--- src/rtl/spi_xfer_engine.sv ---
// SPI mode 0 master word engine for the MicroSD path.
// One N-bit word per start/ready handshake, DIV sclk cycles per half-period.
module spi_xfer_engine #(
  parameter int N   = 8,
  parameter int DIV = 4
) (
  input  logic         sclk,
  input  logic         reset,
  input  logic         start,
  input  logic [N-1:0] tx_data,
  input  logic         lsb_first,
  input  logic         hold_cs,
  input  logic         cs_en,
  output logic         ready,
  output logic [N-1:0] rx_data,
  output logic         rx_valid,
  output logic         spi_clk,
  output logic         mosi,
  input  logic         miso,
  output logic         cs_n
);

  localparam int DW = (DIV > 1) ? $clog2(DIV) : 1;
  localparam int BW = $clog2(N + 1);
  localparam logic [DW-1:0] DIV_LAST = DW'(DIV - 1);
  localparam logic [BW-1:0] BIT_LAST = BW'(N - 1);

  typedef enum logic [1:0] {
    IDLE,
    SETUP,
    HIGH,
    LOW
  } state_t;

  state_t        state;
  logic [DW-1:0] div_cnt;
  logic [BW-1:0] bit_cnt;
  logic [N-1:0]  tx_sh;
  logic [N-1:0]  rx_sh;
  logic [N-1:0]  rx_next;
  logic [N-1:0]  tx_adv;
  logic          tx_bit;
  logic          lsb_q;
  logic          hold_q;
  logic          div_done;

  assign div_done = (div_cnt == DIV_LAST);

  // tx_sh always holds the bits still to send, next one at the active end
  always_comb begin
    rx_next = lsb_q ? {miso, rx_sh[N-1:1]} : {rx_sh[N-2:0], miso};
    tx_bit  = lsb_q ? tx_sh[0] : tx_sh[N-1];
    tx_adv  = lsb_q ? (tx_sh >> 1) : (tx_sh << 1);
  end

  always_ff @(posedge sclk or posedge reset) begin
    if (reset) begin
      state    <= IDLE;
      div_cnt  <= '0;
      bit_cnt  <= '0;
      tx_sh    <= '0;
      rx_sh    <= '0;
      lsb_q    <= 1'b0;
      hold_q   <= 1'b0;
      ready    <= 1'b1;
      rx_data  <= '0;
      rx_valid <= 1'b0;
      spi_clk  <= 1'b0;
      mosi     <= 1'b1;
      cs_n     <= 1'b1;
    end else begin
      rx_valid <= 1'b0;
      unique case (state)
        IDLE: begin
          if (start) begin
            lsb_q   <= lsb_first;
            hold_q  <= hold_cs;
            tx_sh   <= lsb_first ? (tx_data >> 1) : (tx_data << 1);
            mosi    <= lsb_first ? tx_data[0] : tx_data[N-1];
            cs_n    <= ~cs_en;
            ready   <= 1'b0;
            div_cnt <= '0;
            bit_cnt <= '0;
            rx_sh   <= '0;
            state   <= SETUP;
          end
        end
        SETUP, LOW: begin
          if (div_done) begin
            div_cnt <= '0;
            spi_clk <= 1'b1;
            state   <= HIGH;
          end else begin
            div_cnt <= div_cnt + 1'b1;
          end
        end
        HIGH: begin
          if (div_done) begin
            div_cnt <= '0;
            spi_clk <= 1'b0;
            rx_sh   <= rx_next;
            bit_cnt <= bit_cnt + 1'b1;
            if (bit_cnt == BIT_LAST) begin
              mosi     <= 1'b1;
              rx_data  <= rx_next;
              rx_valid <= 1'b1;
              ready    <= 1'b1;
              if (!hold_q) cs_n <= 1'b1;
              state    <= IDLE;
            end else begin
              mosi  <= tx_bit;
              tx_sh <= tx_adv;
              state <= LOW;
            end
          end else begin
            div_cnt <= div_cnt + 1'b1;
          end
        end
      endcase
    end
  end

endmodule

--- config.mk ---
export PLATFORM = sky130hd
export DESIGN_NAME = spi_xfer_engine
export DESIGN_NICKNAME = d
export VERILOG_FILES = /design/src/rtl/spi_xfer_engine.sv
export SDC_FILE = /design/constraint.sdc
export NUM_CORES = 1
export LEC_CHECK = 0
export BUFFER_PORTS_ARGS = -buffer_cell sky130_fd_sc_hd__buf_4
export CAP_MARGIN = 20
export CORE_ASPECT_RATIO = 1.2
export CORE_UTILIZATION = 30
export DETAILED_ROUTE_END_ITERATION = 10
export GPL_TIMING_DRIVEN = 0
export PLACE_DENSITY = 0.55
export SLEW_MARGIN = 30
export SYNTH_ARGS = -nofsm -noshare
export SYNTH_HDL_FRONTEND = slang
export SYNTH_SLANG_ARGS = --single-unit
--- constraint.sdc ---
create_clock -name sclk -period 5.1 [get_ports sclk]
set_clock_uncertainty 0.1 [all_clocks]
set_input_delay 1.02 -clock sclk [delete_from_list [all_inputs] [get_ports sclk]]
set_output_delay 1.02 -clock sclk [all_outputs]
set_load 0.01 [all_outputs]
==> impl_results.md <==
* Worst vdd ir at 0.2814 mV
* Area grow syn2layout at 22.27%
* RSZ-0062 raised after global routing: false
* DRC errors left at 0
* Final core utilization at 37.64%
* Nets at 228
* Max-slew headroom at between 60% and 70%
* Critical path startpoint category: register
* Die height at 90.81 µm
* Cell family with most CP delay: flip-flops
* Final non-filler cell total at 297
* Placed inst area at between 2000 and 2500 µm²
* Slowest cell on the critical path: dfstp_2
* Crit path cell chain: buf_4
* Critical setup path kind: reg -> out
* Setup Buffers After CTS at 0
* # IOs at 28
* Initial antenna violation count at 0
* Cts bufs inserted at 5
* Routability Congestion at 0.7215
* Max Fclk at 480.9 MHz
* Power density cells at 571.5 nW/µm²
* Routed Antenna Nets at 0
* Vias at 1469
* IO buf count at 26
* CTS clk-pin slew, worst paths at about 0.080 ns
* Worst Tran Pin Value at 0.5710 ns
* Place WS at approximately 2.7 ns
* Post-CTS Hold Buffers at 0
* H-Tree Level Count at 2
* Starting Density at 30.78%
* FFs w/ async S/R, synth at 100.0%
* Final hold violation count at 0
* Setup ws final at 3.020 ns
* Crit path time final at a little over 2 ns
* Largest net degree at the start of global routing at 25
* Synth Area in Adders at 1.269%
* Worst Path Buf+Inv at 1
* Setup violations, final at 0
* Final instance area at about 2400 µm²
* Number of flops mapped to enable cells by yosys at 0
* XOR/XNOR share of the synthesized area at 0%
* First-pass GRT wire length at ~7.5 mm
* Largest family of logic cells by synthesized area: compound AO/OA/AOI/OAI gates
* Vias per cell at 4.946
* CTS tree: done
* Setup_tns at 0 ns
* Cell count after synthesis at 177
* Max FO, Critical Path at 3
* # diodes at 0
* Vias in the first global route at between 1500 and 2000
* Synth warnings at 0
* Syn nets at roughly 190
* Placed insts at between 200 and 300
* Most used DFF post-synth: dfrtp_1
* Max-cap violations at 0
* Commonest non-fill, non-tap cells in the layout: dfrtp_1 (36), buf_4 (28), o21ai_0 (27)
* Row cnt at 32
* Total wire length at 4.464 mm
* Post-CTS sizing at 0
* Latest clock arrival within the worst-skew pair at 0.29 ns
* GR Util All Layers at about 14%
* Status: finished clean
* Total core area at 6406 µm²
* Post-synthesis instance area at ~2000 µm²
* Compound-Gate Fraction of Synth Area at between 10% and 20%
* Final Slew Violations at 0
* Dpl hpwl at 3.152 mm
* Synthesized flop and latch total at 39
* Clock Path Buffers at 2
* Req. time, crit path at slightly below 4 ns
* Layout cells sized above 1 at 26.42%
* TritonCTS Sinks at 39
* Most common cell after layout, fill and taps aside: dfrtp_1
* Average size of a mapped cell at 11.14 µm²
* Simple-Gate Fraction of Synth Area at 11.29%
* CP endpoint kind: output port
* Die area at 6902 µm²
* Post-synthesis mux area share at between 10% and 20%
* HP Class: reg -> reg
* CP arrival at 0.96 ns
* DRT iter0 DRCs at 57
* Grt total ovfl at 0
* Static leakage at 1.100 nW
* Distinct cell type count after synthesis at 40
* Drt first pass iters at 4
* CTS root buf: clkbuf_8
* Sequential fraction of the synthesis area at between 40% and 50%
* Tcrit/Tclk final at 40.78%
* Die width at approximately 76 µm
* WL/cell at 15.03 µm
* Crit path largest cell delay at 0.55 ns
-- registers in the layout, summed over array words and instances (netlist names) --
signal / flops
rx_data: 8
rx_sh: 8
tx_sh: 8
bit_cnt: 4
div_cnt: 2
state: 2
cs_n: 1
hold_q: 1
lsb_q: 1
mosi: 1
ready: 1
rx_valid: 1
spi_clk: 1
-- routing by layer --
metal | share of wire [%] | vias to the layer above | routed length (µm) | global-route usage [%]
met3 | 2.8 | 5 | 127 | 3.434
li1 | - | 721 | - | -
met4 | 1.6 | 0 | 71 | 5.769
met1 | 46 | 721 | 2063 | 17.58
met2 | 49 | 22 | 2201 | 23.56
met5 | 0 | - | 0 | 0
-- per-stage QoR --
step	hold WS, ns	power (W)
2_1_floorplan	0.3554	0.0009388
3_3_place_gp	0.3805	0.001109
3_5_place_dp	0.3818	0.001119
4_1_cts	0.4033	0.001393
5_1_grt	0.4096	0.001474
6_report	0.3987	0.001378
-- Yosys cell counts, types with 2 or more instances --
cell | number | area share, %
mux2i_1 | 24 | 12
inv_1 | 6 | 1.1
nand2_1 | 13 | 2.5
clkbuf_1 | 3 | 0.57
a22o_1 | 3 | 1.3
a32o_1 | 6 | 3.0
o21ai_0 | 27 | 6.9
buf_6 | 2 | 1.1
o2bb2ai_1 | 8 | 3.6
and3b_1 | 2 | 0.89
nor2_1 | 2 | 0.38
dfrtp_1 | 36 | 46
nand3b_1 | 4 | 1.5
buf_2 | 6 | 1.5
buf_4 | 2 | 0.76
ha_1 | 2 | 1.3
dfstp_2 | 3 | 4.0
a21oi_1 | 3 | 0.76
a311oi_1 | 2 | 0.89
nand3_1 | 3 | 0.76
-- layout make-up --
cell class | count | area (µm²)
multi-input combinational | 119 | 890.9
tap | 85 | 106.4
clock buffer | 6 | 82.58
timing repair buffer | 27 | 215.2
clock inverter | 2 | 35.03
sequential | 39 | 979.7
inverter | 6 | 22.52
fill | 662 | 3995
buffer | 13 | 78.83
-- power breakdown --
| part | total (W) | switching [W] | internal (W) |
|---|---|---|---|
| logic | 0.000577 | 0.000299 | 0.000279 |
| registers | 0.000531 | 0.0000904 | 0.000441 |
| clock network | 0.000269 | 0.000111 | 0.000158 |
| total | 0.00138 | 0.000500 | 0.000878 |
-- cells by family (layout without fill, tap and decap cells) --
| logic type | Yosys count | after routing |
|---|---|---|
| flops | 39 | 39 |
| mux | 25 | 25 |
| simple gates | 36 | 36 |
| fa+ha+maj | 2 | 2 |
| compound gates | 56 | 56 |
| buf+inv | 19 | 54 |
-- final timing paths --
kind	start	to	slack [ns]	depth (start not counted)
min in group asynchronous	reset	rx_sh[0]	0.60	2
max	cs_n	cs_n	3.02	1
min reg2reg	rx_sh[7]	rx_sh[7]	0.40	1
min	rx_sh[7]	rx_sh[7]	0.40	1
max reg2reg	div_cnt[0]	tx_sh[0]	3.16	6
max in group asynchronous	reset	mosi	3.78	3
No activity file was read; power rests on OpenSTA's default activity.
